## config.mk

```make
export PLATFORM = sky130hd
export DESIGN_NAME = drop_sequencer_flat
export DESIGN_NICKNAME = d
export VERILOG_FILES = /design/src/rtl/drop_seq_pkg.sv /design/src/rtl/drop_sequencer_if.sv /design/src/rtl/sample_averager.sv /design/src/rtl/drop_sequencer.sv /design/src/flat_wrapper.sv
export SDC_FILE = /design/constraint.sdc
export NUM_CORES = 1
export LEC_CHECK = 0
export CORE_MARGIN = 5
export CORE_UTILIZATION = 57
export CTS_CLUSTER_DIAMETER = 50
export DETAILED_ROUTE_END_ITERATION = 10
export PLACE_DENSITY = 0.9
export SLEW_MARGIN = 20
export SYNTH_ARGS = -nofsm -noshare
export SYNTH_HDL_FRONTEND = slang
export SYNTH_SLANG_ARGS = --single-unit
```

## constraint.sdc

```tcl
create_clock -name clk -period 6 [get_ports clk]
set_clock_uncertainty 0.2 [all_clocks]
set_input_delay 1.2 -clock clk [delete_from_list [all_inputs] [get_ports clk]]
set_output_delay 1.2 -clock clk [all_outputs]
set_load 0.02 [all_outputs]
```

## src/rtl/drop_seq_pkg.sv

```systemverilog
// Shared constants for the drop sequencer: sample width, FSM state
// encoding and the accumulator sizing rule.
package drop_seq_pkg;

    localparam int SAMPLE_W = 16;

    localparam logic [2:0] ST_IDLE    = 3'd0;
    localparam logic [2:0] ST_ACQUIRE = 3'd1;
    localparam logic [2:0] ST_CHECK   = 3'd2;
    localparam logic [2:0] ST_RELEASE = 3'd3;
    localparam logic [2:0] ST_LOCKOUT = 3'd4;
    localparam logic [2:0] ST_FAULT   = 3'd5;

    // Wide enough to sum a full batch of worst-case samples without overflow.
    function automatic int acc_width(input int log2_samples);
        return SAMPLE_W + log2_samples;
    endfunction

endpackage

```

## src/rtl/drop_sequencer_if.sv

```systemverilog
// Sensor handshake plus pilot/display signals of the drop sequencer.
// master: sensor/pilot side, slave: the sequencer.
interface drop_sequencer_if;
    import drop_seq_pkg::*;

    logic                sample_valid;
    logic [SAMPLE_W-1:0] sample_data;
    logic                sample_ready;
    logic [SAMPLE_W-1:0] t_lim;
    logic                arm;
    logic [SAMPLE_W-1:0] t_act;
    logic                drop_en;
    logic                drop_done;
    logic                fault;
    logic [2:0]          state;

    modport master (
        output sample_valid, sample_data, t_lim, arm,
        input  sample_ready, t_act, drop_en, drop_done, fault, state
    );

    modport slave (
        input  sample_valid, sample_data, t_lim, arm,
        output sample_ready, t_act, drop_en, drop_done, fault, state
    );

endinterface

```

## src/rtl/sample_averager.sv

```systemverilog
// Batch accumulator: sums 2**LOG2_SAMPLES accepted samples and presents the
// truncated average of the complete batch alongside the last sample.
module sample_averager
    import drop_seq_pkg::*;
#(
    parameter int LOG2_SAMPLES = 2
) (
    input  logic                clk,
    input  logic                rst,
    input  logic                clear,
    input  logic                accept,
    input  logic [SAMPLE_W-1:0] data,
    output logic                last,
    output logic [SAMPLE_W-1:0] avg
);

    localparam int ACC_W = acc_width(LOG2_SAMPLES);
    localparam int CNT_W = (LOG2_SAMPLES > 0) ? LOG2_SAMPLES : 1;
    localparam logic [CNT_W-1:0] CNT_LAST = CNT_W'((1 << LOG2_SAMPLES) - 1);

    logic [ACC_W-1:0] acc;
    logic [ACC_W-1:0] sum;
    logic [CNT_W-1:0] cnt;

    // sum includes the sample being accepted, so avg is valid with the last one
    assign sum  = acc + ACC_W'(data);
    assign last = (cnt == CNT_LAST);
    assign avg  = SAMPLE_W'(sum >> LOG2_SAMPLES);

    // accumulate accepted samples; a finished batch restarts from zero
    always_ff @(posedge clk) begin
        if (rst || clear) begin
            acc <= '0;
            cnt <= '0;
        end else if (accept) begin
            if (last) begin
                acc <= '0;
                cnt <= '0;
            end else begin
                acc <= sum;
                cnt <= cnt + 1'b1;
            end
        end
    end

endmodule

```

## src/rtl/drop_sequencer.sv

```systemverilog
// Drop sequencer: averages sensor batches into t_act and issues a timed drop
// request after CONFIRM_CNT consecutive armed batches below t_lim.
// Optional sample watchdog: define DROP_SEQ_TIMEOUT_EN.
//
//   state   | meaning
//   IDLE    | clear batch, go acquire
//   ACQUIRE | accept samples until batch complete
//   CHECK   | compare t_act to t_lim, update confirm count
//   RELEASE | drop_en high for HOLD_CYCLES
//   LOCKOUT | wait for pilot disarm
//   FAULT   | watchdog tripped, wait for disarm
module drop_sequencer
    import drop_seq_pkg::*;
#(
    parameter int LOG2_SAMPLES   = 2,
    parameter int CONFIRM_CNT    = 3,
    parameter int HOLD_CYCLES    = 50,
    parameter int TIMEOUT_CYCLES = 1000
) (
    input  logic             clk,
    input  logic             rst,
    drop_sequencer_if.slave  bus
);

    localparam int CONF_W = $clog2(CONFIRM_CNT + 1);
    localparam int HOLD_W = (HOLD_CYCLES > 1) ? $clog2(HOLD_CYCLES) : 1;
    localparam logic [CONF_W-1:0] CONF_MAX = CONF_W'(CONFIRM_CNT);

    logic [2:0]          state;
    logic [2:0]          next_state;
    logic [CONF_W-1:0]   confirm;
    logic [CONF_W-1:0]   confirm_inc;
    logic [HOLD_W-1:0]   hold_cnt;
    logic [SAMPLE_W-1:0] t_act_r;
    logic                ready_r;
    logic                drop_en_r;
    logic                drop_done_r;
    logic                accept;
    logic                last;
    logic                clear;
    logic                below;
    logic                wd_expired;
    logic [SAMPLE_W-1:0] avg;

    assign accept      = bus.sample_valid && ready_r;
    assign clear       = (state == ST_IDLE) || (state == ST_CHECK);
    assign below       = bus.arm && (t_act_r < bus.t_lim);
    assign confirm_inc = confirm + 1'b1;

    sample_averager #(
        .LOG2_SAMPLES(LOG2_SAMPLES)
    ) u_avg (
        .clk    (clk),
        .rst    (rst),
        .clear  (clear),
        .accept (accept),
        .data   (bus.sample_data),
        .last   (last),
        .avg    (avg)
    );

`ifdef DROP_SEQ_TIMEOUT_EN
    localparam int WD_W = (TIMEOUT_CYCLES > 1) ? $clog2(TIMEOUT_CYCLES) : 1;

    logic [WD_W-1:0] wd_cnt;
    logic            fault_r;

    assign wd_expired = (state == ST_ACQUIRE) && !accept && (wd_cnt == '0);

    // watchdog: reload outside ACQUIRE and on every accepted sample
    always_ff @(posedge clk) begin
        if (rst || (state != ST_ACQUIRE) || accept) begin
            wd_cnt <= WD_W'(TIMEOUT_CYCLES - 1);
        end else if (wd_cnt != '0) begin
            wd_cnt <= wd_cnt - 1'b1;
        end
    end

    // fault flag mirrors residency in FAULT
    always_ff @(posedge clk) begin
        if (rst) begin
            fault_r <= 1'b0;
        end else begin
            fault_r <= (next_state == ST_FAULT);
        end
    end

    assign bus.fault = fault_r;
`else
    assign wd_expired = 1'b0;
    assign bus.fault  = 1'b0;
`endif

    // next-state decode
    always_comb begin
        next_state = state;
        case (state)
            ST_IDLE:    next_state = ST_ACQUIRE;
            ST_ACQUIRE: begin
                if (accept && last) begin
                    next_state = ST_CHECK;
                end else if (wd_expired) begin
                    next_state = ST_FAULT;
                end
            end
            ST_CHECK: begin
                if (below && (confirm_inc == CONF_MAX)) begin
                    next_state = ST_RELEASE;
                end else begin
                    next_state = ST_ACQUIRE;
                end
            end
            ST_RELEASE: begin
                if (hold_cnt == '0) begin
                    next_state = ST_LOCKOUT;
                end
            end
            ST_LOCKOUT: begin
                if (!bus.arm) begin
                    next_state = ST_IDLE;
                end
            end
`ifdef DROP_SEQ_TIMEOUT_EN
            ST_FAULT: begin
                if (!bus.arm) begin
                    next_state = ST_IDLE;
                end
            end
`endif
            default:    next_state = ST_IDLE;
        endcase
    end

    // state, registered outputs and confirm/hold counters
    always_ff @(posedge clk) begin
        if (rst) begin
            state       <= ST_IDLE;
            ready_r     <= 1'b0;
            drop_en_r   <= 1'b0;
            drop_done_r <= 1'b0;
            t_act_r     <= '0;
            confirm     <= '0;
            hold_cnt    <= '0;
        end else begin
            state       <= next_state;
            ready_r     <= (next_state == ST_ACQUIRE);
            drop_en_r   <= (next_state == ST_RELEASE);
            drop_done_r <= (state == ST_RELEASE) && (next_state == ST_LOCKOUT);

            if (accept && last) begin
                t_act_r <= avg;
            end

            if (state == ST_CHECK) begin
                confirm <= below ? confirm_inc : '0;
            end else if ((state == ST_RELEASE && next_state == ST_LOCKOUT) ||
                         (state == ST_FAULT)) begin
                confirm <= '0;
            end

            if (state == ST_CHECK) begin
                hold_cnt <= HOLD_W'(HOLD_CYCLES - 1);
            end else if (state == ST_RELEASE && hold_cnt != '0) begin
                hold_cnt <= hold_cnt - 1'b1;
            end
        end
    end

    assign bus.sample_ready = ready_r;
    assign bus.t_act        = t_act_r;
    assign bus.drop_en      = drop_en_r;
    assign bus.drop_done    = drop_done_r;
    assign bus.state        = state;

endmodule
```

## src/flat_wrapper.sv

```systemverilog
// flat-port wrapper written by rule: the top's interface ports become plain ports
module drop_sequencer_flat import drop_seq_pkg::*;
#(
    parameter int LOG2_SAMPLES   = 2,
    parameter int CONFIRM_CNT    = 3,
    parameter int HOLD_CYCLES    = 50,
    parameter int TIMEOUT_CYCLES = 1000
)
  (clk, rst, bus_sample_valid, bus_sample_data, bus_t_lim, bus_arm, bus_sample_ready, bus_t_act, bus_drop_en, bus_drop_done, bus_fault, bus_state);
  drop_sequencer_if bus_i ();
  input  logic clk;
  input  logic rst;
  input wire logic [$bits(bus_i.sample_valid)-1:0] bus_sample_valid;
  input wire logic [$bits(bus_i.sample_data)-1:0] bus_sample_data;
  input wire logic [$bits(bus_i.t_lim)-1:0] bus_t_lim;
  input wire logic [$bits(bus_i.arm)-1:0] bus_arm;
  output wire logic [$bits(bus_i.sample_ready)-1:0] bus_sample_ready;
  output wire logic [$bits(bus_i.t_act)-1:0] bus_t_act;
  output wire logic [$bits(bus_i.drop_en)-1:0] bus_drop_en;
  output wire logic [$bits(bus_i.drop_done)-1:0] bus_drop_done;
  output wire logic [$bits(bus_i.fault)-1:0] bus_fault;
  output wire logic [$bits(bus_i.state)-1:0] bus_state;
  assign bus_i.sample_valid = bus_sample_valid;
  assign bus_i.sample_data = bus_sample_data;
  assign bus_i.t_lim = bus_t_lim;
  assign bus_i.arm = bus_arm;
  assign bus_sample_ready = bus_i.sample_ready;
  assign bus_t_act = bus_i.t_act;
  assign bus_drop_en = bus_i.drop_en;
  assign bus_drop_done = bus_i.drop_done;
  assign bus_fault = bus_i.fault;
  assign bus_state = bus_i.state;
  drop_sequencer #(.LOG2_SAMPLES(LOG2_SAMPLES), .CONFIRM_CNT(CONFIRM_CNT), .HOLD_CYCLES(HOLD_CYCLES), .TIMEOUT_CYCLES(TIMEOUT_CYCLES)) u_core (.clk(clk), .rst(rst), .bus(bus_i));
endmodule
```

* Word level (Yosys, flattened, before mapping)
Index checks and enable logic that the tools add are counted.
** Word-level totals
- Output and inout bits :: 23
- Flip-flop bits (word level) :: 50
- Bits of input ports :: 36
** Operators by class
- $lt $le $gt $ge :: 1
- Reductions and logical operators :: 15
- Add/subtract/negate cells :: 4
- Equality and inequality tests :: 10
- Muxes and demuxes :: 12
** Operator list (count)
- 18-bit by 16-bit adder with 18-bit output :: 1
- 18-bit 2-to-1 mux :: 1
- 16-bit less-than comparator :: 1
- 3-bit case mux with 5 select lines :: 1
- 6-bit 2-to-1 mux :: 2
- 2-bit 2-to-1 mux :: 5
- 3-bit by 2-bit == test with 1-bit output (second input constant) :: 3
- 3-bit == test (second input constant) :: 3
- 3-bit 2-to-1 mux :: 3
- 3-bit by 1-bit == test with 1-bit output (second input constant) :: 2
- 1-bit logical AND :: 6
- 6-bit zero test :: 1
- 6-bit nonzero test :: 1
- 6-bit by 1-bit subtractor with 6-bit output (second input constant) :: 1
- 2-bit by 1-bit adder with 2-bit output (second input constant) :: 2
- 2-bit == test (second input constant) :: 2
- 2-bit nonzero test :: 2
- 3-bit zero test :: 1
- 1-bit logical OR :: 3
- 2-bit OR reduction :: 1

* Depth between registers and ports, before layout
- Word-level depth :: 10
- Mapped depth :: 9

* By module
From an unflattened synthesis, not the netlist that was laid out.
** Unflattened totals
- Cells, all modules :: 389
- Area total of the unflattened synthesis :: 3215.6 um^2
** Modules (own cells, without submodules)
- drop_sequencer :: area each 1620.3 um^2, cells each 201, times used 1
- sample_averager :: area each 1595.3 um^2, cells each 188, times used 1

* Worst setup path before layout
Ideal clock, no wire load.
- Path kind :: input-to-reg
- Start :: input bus_sample_data[0]
- End :: register u_core.u_avg.acc[16]
- Slack :: 2667 ps
- Data arrival time :: 3071 ps
- Library setup time :: 62 ps
- Stages :: 9
- Cell sequence :: ha_1 > inv_1 > fa_1 > nor2b_4 > o2111ai_2 > a31oi_4 > a2111oi_2 > or4_1 > nand3_1
** On the way
- Longest elaborated chain between the ends :: 2
** Ends and longest elaborated chain
- start, declared :: line flat_wrapper.sv:14 : input wire logic [$bits(bus_i.sample_data)-1:0] bus_sample_data;
- 18-bit by 16-bit adder with 18-bit output :: line sample_averager.sv:26 : assign sum = acc + ACC_W'(data);
- 18-bit 2-to-1 mux :: line sample_averager.sv:36 : if (last) begin
- end signal, assigned :: line sample_averager.sv:40 : acc <= sum;
- end, declared :: line sample_averager.sv:21 : logic [ACC_W-1:0] acc;
No other way between the ends.
A chain may end at the register's enable or synchronous reset.

* Worst setup path after layout
- Start :: input bus_sample_data[0]
- End :: register u_core.t_act_r[10], in the netlist u_core.bus.t_act[10]
** On the way
- Longest elaborated chain between the ends :: 1
** Ends and longest elaborated chain
- 18-bit by 16-bit adder with 18-bit output :: line sample_averager.sv:26
- end signal, assigned :: line drop_sequencer.sv:151 : t_act_r <= avg;
- end, declared :: line drop_sequencer.sv:34 : logic [SAMPLE_W-1:0] t_act_r;
No other way between the ends.

==> impl_results.md <==
* Setup Viol. Count Final at 0
* Share of Yosys cell area claimed by the top area cell type at 0.302
* Die span in y at 86.3 um
* Number of distinct standard cells referenced by the synthesized netlist at 64
* Relative max-transition margin at 0.372
* Sequential cell area in the final layout at 1000 sq um
* Kind of end point of the critical path: flop
* Most instantiated library cell after synthesis: sky130_fd_sc_hd__dfxtp_1
* Wire length after detailed routing at 8.47 mm
* Highest fanout seen on the critical path at 4
* Most used standard cells in the synthesized netlist: 50 x sky130_fd_sc_hd__dfxtp_1, 34 x sky130_fd_sc_hd__ha_1, 31 x sky130_fd_sc_hd__nand2_1
* Launch point of the worst path: bus_sample_data[0]
* Yosys warning total at 0
* Diodes inserted at 0
* Horizontal die dimension at 86.3 um
* Worst Hold Class: flop to flop
* Average routed wire per standard cell at 16.5 um
* Endpoint of the lowest-slack register-to-register path: u_core.bus.t_act[12]$_SDFFE_PP0P_
* Overall Global Routing Usage at 0.226
* Async S/R FF share, synth at 0
* Clock root buffer: sky130_fd_sc_hd__clkbuf_8
* Syn_nets at 461
* Detailed placement HPWL at 6.34 mm
* Number of enable flip-flop cells after synthesis at 0
* Setup Fix Bufs, Post-CTS at 0
* Run status: finished clean
* Final critical-path share of the clock period at 0.616
* Largest net degree at the start of global routing at 31
* Number of nets with antenna violations after routing at 0
* Number of input and output port buffers inserted at 57
* Post-synth top area cell: sky130_fd_sc_hd__dfxtp_1
* Drt via density at 6.19
* Fraction of final layout cells with drive strength greater than 1 at 0.0703
* First-pass GRT wire length at 13.9 mm
* Clock tree from TritonCTS: built
* Placeable core area at 5570 sq um
* Worst hold stages at 2
* DRC violation total after the first TritonRoute iteration at 307
* Total clock buffers created by CTS at 5
* Starting density of the core at 0.596
* Die Footprint at 7450 sq um
* Gp weighted congestion at 0.936
* Pre-CTS setup slack at 2.03 ns
* Layout-stage area growth over the synthesis result at 21.5%
* Nets at 511
* Number of ports placed on the die boundary at 59
* Count of standard-cell rows at 27
* Flip-flop and latch count after synthesis at 50
* Setup TNS after final layout at 0 ns
* Util after Layout at 0.724
* Hold Crit Start: u_core.u_avg.acc[10]$_SDFFE_PP0P_
* Synthesized area per cell at 8.51 sq um
* Via count of the first global-routing pass at 2895
* Setup WS post-layout at 2.30 ns
* Gate count of the mapped netlist at 390
* Clock Sink Count at 50
* Number of max-cap violations at 0
* Worst Path Arrival at 3.75 ns
* Slew Viols, Final at 0
* Critical path required time at 6.06 ns
* FILL cells at 429
* Area used by multi-input combinational logic at 2140 sq um
* Slack of the worst reg-to-reg path at 3.08 ns
* Post-Syn Area at 3320 sq um
* Number of antenna violations at the first check in global routing at 0
* Unrepaired setup endpoints after global routing: no
* Hold worst-path end: u_core.u_avg.acc[10]$_SDFFE_PP0P_
* Worst reg2reg startpoint: u_core.u_avg.cnt[0]$_SDFFE_PP0P_
* Primary FF master, synth: sky130_fd_sc_hd__dfxtp_1
* Clock slew seen by the registers of the worst setup and hold paths at 0.10 ns
* Worst VDD drop at 0.139 mV
* Post-CTS Hold Fix Bufs at 0
* Power density over cell area at 165 nW/um^2
* Via Count at 3173
* H-tree depth reported by CTS at 2
* # resized after CTS at 0
* Leak pwr at 1.67 nW
* Startpoint type of the worst setup path: input pin
* DRT Pass-1 Iters at 5
* Transition time of the tightest slew-check pin at 0.939 ns
* Total congestion overflow at 0
* Post-layout minimum cycle time at 3.70 ns
* Critical path class: input pin to flop
* Hold violation total from the final report at 0
* Remaining routing DRC violations at 0
* Maximum achievable frequency at 270 MHz
* Skew-Pair Late Insertion Delay at 0.31 ns
* Worst Reg2Reg Path Length in Cells at 5
* Sequential fraction of the synthesis area at 0.302
* Buffers from clock root to sink, at most at 2
* Cell types occupying the most area after synthesis: sky130_fd_sc_hd__dfxtp_1 30%, sky130_fd_sc_hd__ha_1 13%, sky130_fd_sc_hd__a21oi_1 4.4%, sky130_fd_sc_hd__nand2_1 3.5%, sky130_fd_sc_hd__nand3_1 3.3%
-- cells by family (layout without fill, tap and decap cells) --
family | Yosys count | after routing | share of synthesized area
xor+xnor | 13 | 13 | 0.0343
buf+inv | 47 | 98 | 0.0550
mux | 3 | 3 | 0.00905
compound gates | 114 | 114 | 0.265
simple gates | 127 | 127 | 0.199
other cells | 1 | 1 | 0.00113
fa+ha+maj | 35 | 35 | 0.134
flops | 50 | 50 | 0.302
-- sequential cells by signal, summed over array words and instances (netlist names) --
register and flops:
u_core.confirm 2, u_core.u_avg.acc 18, u_core.bus.sample_ready 1, u_core.u_avg.cnt 2, u_core.bus.drop_en 1, u_core.bus.t_act 16
u_core.hold_cnt 6, u_core.bus.drop_done 1, u_core.bus.state 3
-- per-layer routing --
layer	track usage	vias up	routed length, um
met1	0.311	1466	3700
met2	0.363	142	3890
met3	0.0409	22	690
met4	0.0623	0	186
met5	0	-	0
li1	-	1543	-
-- placed cells by master, fill, tap and decap left out, types with 5 or more instances in the layout --
| master | count |
|---|---|
| sky130_fd_sc_hd__xor2_1 | 5 |
| sky130_fd_sc_hd__dfxtp_1 | 50 |
| sky130_fd_sc_hd__nor3_1 | 11 |
| sky130_fd_sc_hd__o31ai_1 | 7 |
| sky130_fd_sc_hd__a21o_1 | 11 |
| sky130_fd_sc_hd__nor4b_1 | 7 |
| sky130_fd_sc_hd__o21ai_0 | 11 |
| sky130_fd_sc_hd__a22oi_1 | 8 |
| sky130_fd_sc_hd__xnor2_1 | 8 |
| sky130_fd_sc_hd__nand2_1 | 31 |
| sky130_fd_sc_hd__o21a_1 | 7 |
| sky130_fd_sc_hd__clkdlybuf4s50_1 | 57 |
| sky130_fd_sc_hd__inv_1 | 29 |
| sky130_fd_sc_hd__ha_1 | 34 |
| sky130_fd_sc_hd__nand4_1 | 5 |
| sky130_fd_sc_hd__nand3_1 | 22 |
| sky130_fd_sc_hd__clkbuf_8 | 5 |
| sky130_fd_sc_hd__a21oi_1 | 29 |
| sky130_fd_sc_hd__nor2_1 | 26 |
-- worst max-delay path, cell delays in order --
cell	delay (ns)
sky130_fd_sc_hd__clkdlybuf4s50_1	0.47
sky130_fd_sc_hd__ha_1	0.21
sky130_fd_sc_hd__inv_1	0.07
sky130_fd_sc_hd__fa_1	0.43
sky130_fd_sc_hd__nor2b_4	0.14
sky130_fd_sc_hd__o2111ai_2	0.16
sky130_fd_sc_hd__a31oi_4	0.30
sky130_fd_sc_hd__o21a_1	0.24
sky130_fd_sc_hd__nor4b_1	0.35
sky130_fd_sc_hd__a311o_1	0.18
-- how the worst max path moves through the flow --
stage	end	slack (ns)
finish	u_core.bus.t_act[10]$_SDFFE_PP0P_	2.30
global route	u_core.bus.t_act[10]$_SDFFE_PP0P_	2.20
CTS	u_core.u_avg.acc[16]$_SDFFE_PP0P_	2.36
detailed placement	u_core.u_avg.acc[16]$_SDFFE_PP0P_	2.03
global placement	u_core.u_avg.acc[16]$_SDFFE_PP0P_	2.10
floorplan	u_core.u_avg.acc[16]$_SDFFE_PP0P_	2.67
-- power by group --
group	internal, mW	leakage, nW	switching [mW]
clock	0.0867	0.0502	0.128
sequential	0.335	0.404	0.00315
combinational	0.0500	1.21	0.0608
-- final cells by class --
class                           count  share of cell area
Multi-Input combinational cell    293               0.529
Sequential cell                    50               0.248
Timing Repair Buffer               61               0.149
Inverter                           29              0.0270
Tap cell                           72              0.0223
Clock buffer                        5              0.0171
Clock inverter                      3             0.00713
-- stage by stage --
step	power, mW	cell area (sq um)	hold WS (ns)	std cells
after floorplan	0.410	3320	0.228	390
final	0.664	4030	0.270	513
after detailed placement	0.454	3940	0.255	505
after CTS	0.664	4030	0.269	513
after global placement	0.450	3940	0.239	505
after global routing	0.692	4030	0.289	513
(Power assumes the default switching activity.)
